## config.mk

```make
export PLATFORM = sky130hd
export DESIGN_NAME = mem_dump_stream
export DESIGN_NICKNAME = d
export VERILOG_FILES = /design/src/rtl/mem_dump_pkg.sv /design/src/rtl/mem_dump_stream_hex_byte_serializer.sv /design/src/rtl/mem_dump_stream.sv
export SDC_FILE = /design/constraint.sdc
export NUM_CORES = 1
export LEC_CHECK = 0
export CAP_MARGIN = 20
export CORE_UTILIZATION = 52
export DETAILED_ROUTE_END_ITERATION = 8
export GPL_TIMING_DRIVEN = 1
export PLACE_DENSITY = 0.88
export SETUP_SLACK_MARGIN = 0.4
export SLEW_MARGIN = 20
export SYNTH_ARGS = -nofsm -noshare
export SYNTH_HDL_FRONTEND = slang
export SYNTH_SLANG_ARGS = --single-unit
```

## constraint.sdc

```tcl
create_clock -name clk -period 3.42 [get_ports clk]
set_clock_uncertainty 0.15 [all_clocks]
set_input_delay 0.684 -clock clk [delete_from_list [all_inputs] [get_ports clk]]
set_output_delay 0.684 -clock clk [all_outputs]
set_load 0.02 [all_outputs]
```

## src/rtl/mem_dump_pkg.sv

```systemverilog
// Shared types and helpers for the memory-to-UART dump engine.
package mem_dump_pkg;

  typedef enum logic [2:0] {
    S_IDLE,
    S_FETCH,
    S_WAIT,
    S_SEND,
    S_FIN
  } state_t;

  localparam logic [7:0] HEX_LF = 8'h0A;

  function automatic int nb_of(input int data_w);
    return data_w / 8;
  endfunction

  function automatic logic [7:0] nib2hex(input logic [3:0] nib);
    return (nib < 4'd10) ? (8'h30 + {4'h0, nib}) : (8'h37 + {4'h0, nib});
  endfunction

endpackage

```

## src/rtl/mem_dump_stream_hex_byte_serializer.sv

```systemverilog
// Holds one captured word and walks it out as binary bytes or ASCII-hex
// characters over a valid/ack byte stream.
module hex_byte_serializer
  import mem_dump_pkg::*;
#(
  parameter int DATA_W    = 16,
  parameter int MSB_FIRST = 0
) (
  input  logic              clk,
  input  logic              rst,
  input  logic              load,
  input  logic [DATA_W-1:0] word,
  input  logic              hex_mode,
  input  logic              uart_ack,
  output logic              uart_valid,
  output logic [7:0]        uart_data,
  output logic              word_done
);

  localparam int NB    = nb_of(DATA_W);
  localparam int IDX_W = $clog2(2 * NB + 1);
  localparam logic [IDX_W-1:0] LAST_BIN = IDX_W'(NB - 1);
  localparam logic [IDX_W-1:0] LAST_HEX = IDX_W'(2 * NB);

  logic [DATA_W-1:0] word_q;
  logic [IDX_W-1:0]  idx;
  logic              pend;
  logic [IDX_W-1:0]  last_idx;

  // Character i of a word: hex uses two indices per byte plus a trailing LF.
  function automatic logic [7:0] char_at(input logic [DATA_W-1:0] w, input logic hx,
                                         input logic [IDX_W-1:0] i);
    logic [IDX_W-1:0] pos;
    logic [IDX_W-1:0] bsel;
    logic [7:0]       bval;
    if (hx && i == LAST_HEX) return HEX_LF;
    pos  = hx ? (i >> 1) : i;
    bsel = (MSB_FIRST != 0) ? (LAST_BIN - pos) : pos;
    bval = 8'(w >> (8 * bsel));
    if (!hx) return bval;
    return nib2hex(i[0] ? bval[3:0] : bval[7:4]);
  endfunction

  assign last_idx  = hex_mode ? LAST_HEX : LAST_BIN;
  assign word_done = uart_valid && uart_ack && (idx == last_idx);

  always_ff @(posedge clk) begin
    if (rst) begin
      word_q     <= '0;
      idx        <= '0;
      pend       <= 1'b0;
      uart_valid <= 1'b0;
      uart_data  <= '0;
    end else if (load) begin
      word_q     <= word;
      idx        <= '0;
      pend       <= 1'b0;
      uart_valid <= 1'b1;
      uart_data  <= char_at(word, hex_mode, '0);
    end else if (uart_valid && uart_ack) begin
      uart_valid <= 1'b0;
      if (idx != last_idx) begin
        idx  <= idx + IDX_W'(1);
        pend <= 1'b1;
      end
    end else if (pend) begin
      // one idle cycle between characters of the same word
      pend       <= 1'b0;
      uart_valid <= 1'b1;
      uart_data  <= char_at(word_q, hex_mode, idx);
    end
  end

endmodule

```

## src/rtl/mem_dump_stream.sv

```systemverilog
// Dump engine: reads count words from base and streams them to the UART.
// state | meaning: IDLE wait start | FETCH issue read | WAIT read latency | SEND stream word | FIN done pulse
module mem_dump_stream
  import mem_dump_pkg::*;
#(
  parameter int ADDR_W    = 14,
  parameter int DATA_W    = 16,
  parameter int RD_LAT    = 1,
  parameter int MSB_FIRST = 0
) (
  input  logic              clk,
  input  logic              rst,
  input  logic              start,
  input  logic [ADDR_W-1:0] base,
  input  logic [ADDR_W:0]   count,
  input  logic              hex_mode,
  output logic [ADDR_W-1:0] mem_addr,
  output logic              mem_rd,
  input  logic [DATA_W-1:0] mem_data,
  output logic              uart_valid,
  output logic [7:0]        uart_data,
  input  logic              uart_ack,
  output logic              busy,
  output logic              done
);

  state_t            state_q, state_d;
  logic [ADDR_W-1:0] addr_q;
  logic [ADDR_W:0]   remain_q;
  logic              hex_q;
  logic [1:0]        wait_cnt;
  logic              load;
  logic              word_done;

  always_comb begin
    state_d = state_q;
    load    = 1'b0;
    unique case (state_q)
      S_IDLE:  if (start) state_d = (count == '0) ? S_FIN : S_FETCH;
      S_FETCH: state_d = S_WAIT;
      S_WAIT: begin
        if (wait_cnt == 2'd0) begin
          state_d = S_SEND;
          load    = 1'b1;
        end
      end
      S_SEND: begin
        if (word_done) state_d = (remain_q == (ADDR_W+1)'(1)) ? S_FIN : S_FETCH;
      end
      S_FIN:   state_d = S_IDLE;
      default: state_d = S_IDLE;
    endcase
  end

  always_ff @(posedge clk) begin
    if (rst) begin
      state_q  <= S_IDLE;
      addr_q   <= '0;
      remain_q <= '0;
      hex_q    <= 1'b0;
      wait_cnt <= '0;
    end else begin
      state_q <= state_d;
      if (state_q == S_IDLE && start) begin
        addr_q   <= base;
        remain_q <= count;
        hex_q    <= hex_mode;
      end
      if (state_q == S_FETCH) wait_cnt <= 2'(RD_LAT - 1);
      else if (state_q == S_WAIT && wait_cnt != 2'd0) wait_cnt <= wait_cnt - 2'd1;
      if (state_q == S_SEND && word_done) begin
        addr_q   <= addr_q + ADDR_W'(1);
        remain_q <= remain_q - (ADDR_W+1)'(1);
      end
    end
  end

  assign mem_addr = addr_q;
  assign mem_rd   = (state_q == S_FETCH);
  assign busy     = (state_q == S_FETCH) || (state_q == S_WAIT) || (state_q == S_SEND);
  assign done     = (state_q == S_FIN);

  hex_byte_serializer #(
    .DATA_W   (DATA_W),
    .MSB_FIRST(MSB_FIRST)
  ) u_ser (
    .clk       (clk),
    .rst       (rst),
    .load      (load),
    .word      (mem_data),
    .hex_mode  (hex_q),
    .uart_ack  (uart_ack),
    .uart_valid(uart_valid),
    .uart_data (uart_data),
    .word_done (word_done)
  );

endmodule

```

# Word level (Yosys, flattened, before mapping)
# Index checks and enable logic that the tools add are counted.
[word_totals]
n_memories = 0
reg_bits = 64
latchBits = 0
in_bits = 50
ramBits = 0
romBits = 0
[classes]
eq_ne = 12
add_sub_neg = 8
div_mod_pow = 0
bitwise = 1
n_mux = 42
mul = 0
n_reduce_logical = 21
shift = 1
n_lt_le_gt_ge = 2
[ops]
columns = ["op", "n"]
rows = [
  ["$mux 8", 11],
  ["$mux 15", 2],
  ["$add 6x4->7 const A", 4],
  ["$mux 14", 2],
  ["$mux 3", 7],
  ["$mux 1", 18],
  ["$shr 16x6->8", 1],
  ["$eq 15x1->1 const B", 1],
  ["$logic_not 15->1", 1],
  ["$sub 15x1->15 const B", 1],
  ["$add 14x1->14 const B", 1],
  ["$pmux 3 s4", 1],
  ["$lt 4x4->1 const B", 2],
  ["$ne 2x2->1 const B", 4],
  ["$eq 3x2->1 const B", 2],
  ["$eq 3x3->1 const B", 2],
  ["$logic_and 1x1->1", 6],
  ["$reduce_bool 2->1", 3],
  ["$mux 4", 1],
  ["$reduce_and 2->1", 2],
  ["$reduce_or 2->1", 2],
  ["$add 3x1->3 const B", 1],
  ["$eq 3x1->1 const B", 1],
  ["$eq 3x3->1", 1],
  ["other kinds (9)", 10],
]

# Longest topological paths before layout
[logic_depth]
ltp_word = 17
depth_mapped = 9
ltp_nobuf = 8

# Cells and area by module
# Synthesis repeated with hierarchy kept, for this count alone.
[unflattened]
hier_cells = 485
hier_area_um2 = 3906.2
[modules_own_cells]
columns = ["module", "seq_area_each_um2", "n_inst", "area_each_um2", "cells_each"]
rows = [
  ["mem_dump_stream", 700.7, 1, 2089.5, 269],
  ["hex_byte_serializer", 580.6, 1, 1816.7, 216],
]

# Least setup slack after synthesis
# OpenSTA, ideal clock, no wires.
[synth_path]
path_kind = "register -> register"
startpoint = "reg u_ser.idx[0]"
endpoint = "reg u_ser.uart_data[1]"
t_required_ps = 3184
path_stages_with_launch = 8
setup_slack_ps = 1020
n_path_buf = 2
setup_time_ps = 86
arrival_time_ps = 2165
period_less_slack_ps = 2400
cell_sequence = "dfxtp_1 > buf_2 > buf_2 > mux4_2 > nand2_1 > ha_1 > or3_1 > a211oi_1"
[synth_via]
elab_chain_len = 11
elab_cells_between_ends = 20
[synth_lines]
columns = ["element", "line", "rtl"]
rows = [
  ["from (decl)", "mem_dump_stream_hex_byte_serializer.sv:26", "logic [IDX_W-1:0] idx;"],
  ["from (signal assigned)", "mem_dump_stream_hex_byte_serializer.sv:63", "idx <= idx + IDX_W'(1);"],
  ["branches (longest 7 deep; another with $add 6x4->7)", "-", ""],
  ["$mux 8 (*)", "mem_dump_stream_hex_byte_serializer.sv:37", "pos = hx ? (i >> 1) : i;"],
  ["$mux 8 (*)", "mem_dump_stream_hex_byte_serializer.sv:66", "end else if (pend) begin"],
  ["$mux 8 (*)", "mem_dump_stream_hex_byte_serializer.sv:60", "end else if (uart_valid && uart_ack) begin"],
  ["$mux 8 (*)", "mem_dump_stream_hex_byte_serializer.sv:54", "end else if (load) begin"],
  ["to (signal assigned)", "mem_dump_stream_hex_byte_serializer.sv:59", "uart_data <= char_at(word, hex_mode, '0);"],
  ["to (signal assigned)", "mem_dump_stream_hex_byte_serializer.sv:70", "uart_data <= char_at(word_q, hex_mode, idx);"],
  ["to (decl)", "mem_dump_stream_hex_byte_serializer.sv:16", "output logic [7:0] uart_data,"],
]
# Mark *: on every way between the ends. The select of a mux whose other input is x is not followed.
# A chain may end at the register's enable or synchronous reset.

# Final worst setup path
[layout_path]
startpoint = "reg state_q[1]"
endpoint = "out busy"
[layout_via]
elab_chain_len = 3
elab_cells_between_ends = 5
[layout_lines]
columns = ["element", "line", "rtl"]
rows = [
  ["from (decl)", "mem_dump_stream.sv:27", "state_t state_q, state_d;"],
  ["from (signal assigned)", "mem_dump_stream.sv:63", "state_q <= state_d;"],
  ["$eq 3x1->1 / $eq 3x2->1 (equally long branches)", "mem_dump_stream.sv:80", "assign busy = (state_q == S_FETCH) || (state_q == S_WAIT) || (state_q == S_SEND);"],
  ["$logic_or 1x1->1", "mem_dump_stream.sv:80", ""],
  ["$logic_or 1x1->1 (*)", "mem_dump_stream.sv:80", ""],
  ["to (decl)", "mem_dump_stream.sv:23", "output logic busy,"],
]
# Every way passes the cells marked *; elsewhere a longest branch is shown, timed or not.

==> results.json <==
{
  "avgSynthCellArea_um2": 7.88,
  "finalSetupViolCount": 0,
  "netlist_instances": 488,
  "seqCellArea_mm2": 0.00128,
  "io_buffers": 75,
  "vias": 4084,
  "min_period_ps": 2820,
  "syn_area_mm2": 0.00384,
  "diodes": 0,
  "path_buf_inv": 1,
  "synthFlopType": "dfxtp_1",
  "ys_seq_elements": 64,
  "syn2layout_area_growth_pct": 25.9,
  "multi_input_area_mm2": 0.00238,
  "p_seq_share_pct": 41.2,
  "synth_area_leader_cell": "dfxtp_1",
  "start_util_pct": 55.1,
  "cts_root_buffer": "clkbuf_8",
  "cp_top_family": "buffers and inverters",
  "p_comb_share_pct": 29.3,
  "fillers": 601,
  "cts_buffer_depth": 2,
  "synth_cell_types": 74,
  "dieArea_mm2": 0.00774,
  "slew_headroom_pct": 37.0,
  "finalHoldViolations": 0,
  "die_x_um": 88.0,
  "p_sw_mw": 0.747,
  "path_cells": "nor2_1 -> nor2_1 -> clkdlybuf4s50_1",
  "holdWs_ps": 320,
  "max_freq_ghz": 0.355,
  "post_cts_buffers": 0,
  "synth-seq-area-share_pct": 33.3,
  "dpl_cell_area_mm2": 0.00465,
  "rsz0062_at_grt": "no",
  "grt_pass1_vias": 3669,
  "rows": 30,
  "clkSinkCount": 64,
  "synth-edff-count": 0,
  "finalSetupTns_ps": 0,
  "netSwitchingFraction_pct": 33.5,
  "async_flop_share_pct": 0,
  "grt_start_max_net_pins": 54,
  "io_pins": 76,
  "dp_worst_setup_slack_ps": 481,
  "finalInstanceArea_mm2": 0.00484,
  "first_pass_iters": 7,
  "grt_antenna_before_repair": 0,
  "drc_errors": 0,
  "drv_slew": 0,
  "viasPerCell": 6.26,
  "yosysWarnings": 0,
  "cpMaxStageDelayCell": "clkdlybuf4s50_1",
  "cp_max_fo": 15,
  "critPathCaptureType": "output port",
  "cpPeakStageDelay_ps": 650,
  "synth_common_cells": "nand2_1 (71), dfxtp_1 (64), a21oi_1 (57)",
  "utilization_pct": 69.4,
  "tritoncts": "done",
  "outcome": "finished clean",
  "min_path_type": "reg2reg",
  "die_h_um": 88.0,
  "powerDensity_mw_per_mm2": 460,
  "yosys.cell_count.top_type": "nand2_1",
  "intPower_mw": 1.48,
  "worstPathRequired_ps": 2590,
  "htree_levels": 3,
  "yosysTopAreaCellShare_pct": 33.3,
  "clockPowerShare_pct": 29.5,
  "final_layout_size_suffix_gt1_share_pct": 8.27,
  "cts_inserted_buffers": 9,
  "clk_latency_ps": 340,
  "gr-usage-all-layers_pct": 28.9,
  "clk_pin_slew_ps": 60,
  "syn-num-nets": 547,
  "gp_routability_congestion": 0.989,
  "worstHoldStart": "u_ser.uart_data[7]",
  "cp.arrival_ps": 1980,
  "cts_repair_resize_count": 0,
  "drv_cap": 0,
  "finalWorstSetupSlack_ps": 603,
  "hpwl_mm": 7.61,
  "ir_drop_v": 0.000258,
  "overflow": 0,
  "holdBufCountCts": 0,
  "critical_path.startpoint_type": "flop",
  "grt_pass1_wl_mm": 17.3,
  "tightest_slew_ps": 941,
  "r2r_start": "hex_q",
  "drtAntennaViolNets": 0,
  "core-area_mm2": 0.00698,
  "wl_per_cell_um": 16.8,
  "crit_path_start": "state_q[1]",
  "crit_path_frequent_cell": "nor2_1",
  "crit_type": "reg2out",
  "layout.nets": 612,
  "routed_wirelength_mm": 10.9,
  "post-route-period-util_pct": 82.4,
  "p_leak_nw": 1.75,
  "ys_top_cells_by_area": "dfxtp_1 (33%), a21oi_1 (7.4%), nand2_1 (6.9%)",
  "first_iter_violations": 303
}
[power groups by stage]
stage               Sequential, mW  Combinational (mW)  Clock, mW
floorplan                    0.935               0.389          0
global placement             0.927               0.627          0
detailed placement           0.931               0.640          0
CTS                          0.917               0.646      0.658
global route                 0.930               0.707      0.697
finish                       0.920               0.653      0.657
[worst paths after layout]
path                        endpoint  depth (start not counted)  slack [ps]
setup / recovery                busy                          3         600
hold / removal    u_ser.uart_data[7]                          2         320
setup reg to reg  u_ser.uart_data[1]                          7         760
hold reg to reg   u_ser.uart_data[7]                          2         320
[cell families (layout without fill, tap and decap cells)]
logic type      count (synthesis)  count (layout)  synth area share [%]
compound gates                143             143                  24.8
xor+xnor                        7               7                  1.59
fa+ha+maj                       9               9                  2.93
buf+inv                        44             112                  4.65
flops                          64              64                  33.3
mux                            14              14                  4.69
simple gates                  207             207                  28.0
[routing by layer]
layer / GRT usage, % / part of all wire (%)
met5: 0 / 0
met4: 10.4 / 1.7
met3: 6.41 / 7.6
met2: 46.4 / 47
met1: 38.3 / 43
[flip-flops by register name (all words and copies together) (netlist names)]
signal,count
u_ser.word_q,16
remain_q,15
mem_addr,14
u_ser.uart_data,8
state_q,3
u_ser.idx,3
wait_cnt,2
hex_q,1
u_ser.pend,1
u_ser.uart_valid,1
[layout by cell type, fill, tap and decap left out, types with 10 or more instances in the layout]
| cell type | count |
|---|---|
| clkdlybuf4s50_1 | 74 |
| nand2_1 | 71 |
| dfxtp_1 | 64 |
| a21oi_1 | 57 |
| nor2_1 | 35 |
| nand3_1 | 18 |
| inv_1 | 14 |
| nor3_1 | 14 |
| clkbuf_8 | 11 |
| a31oi_1 | 10 |
[layout make-up]
type / instances / area share, %
Multi-Input combinational cell: 380 / 49.3
Sequential cell: 64 / 26.5
Timing Repair Buffer: 83 / 16.6
Clock buffer: 11 / 3.13
Tap cell: 96 / 2.48
Inverter: 15 / 1.16
Clock inverter: 3 / 0.879
[through the flow]
step / std cells / total power [mW]
6_report: 652 / 2.23
3_5_place_dp: 638 / 1.57
5_1_grt: 652 / 2.33
2_1_floorplan: 488 / 1.32
3_3_place_gp: 638 / 1.55
4_1_cts: 652 / 2.22
[tightest hold or removal path, stage by stage, from the launching register on]
cell and delay (ps):
dfxtp_1 310, nand2_1 50, a21oi_1 60
No activity file was read; power rests on OpenSTA's default activity.
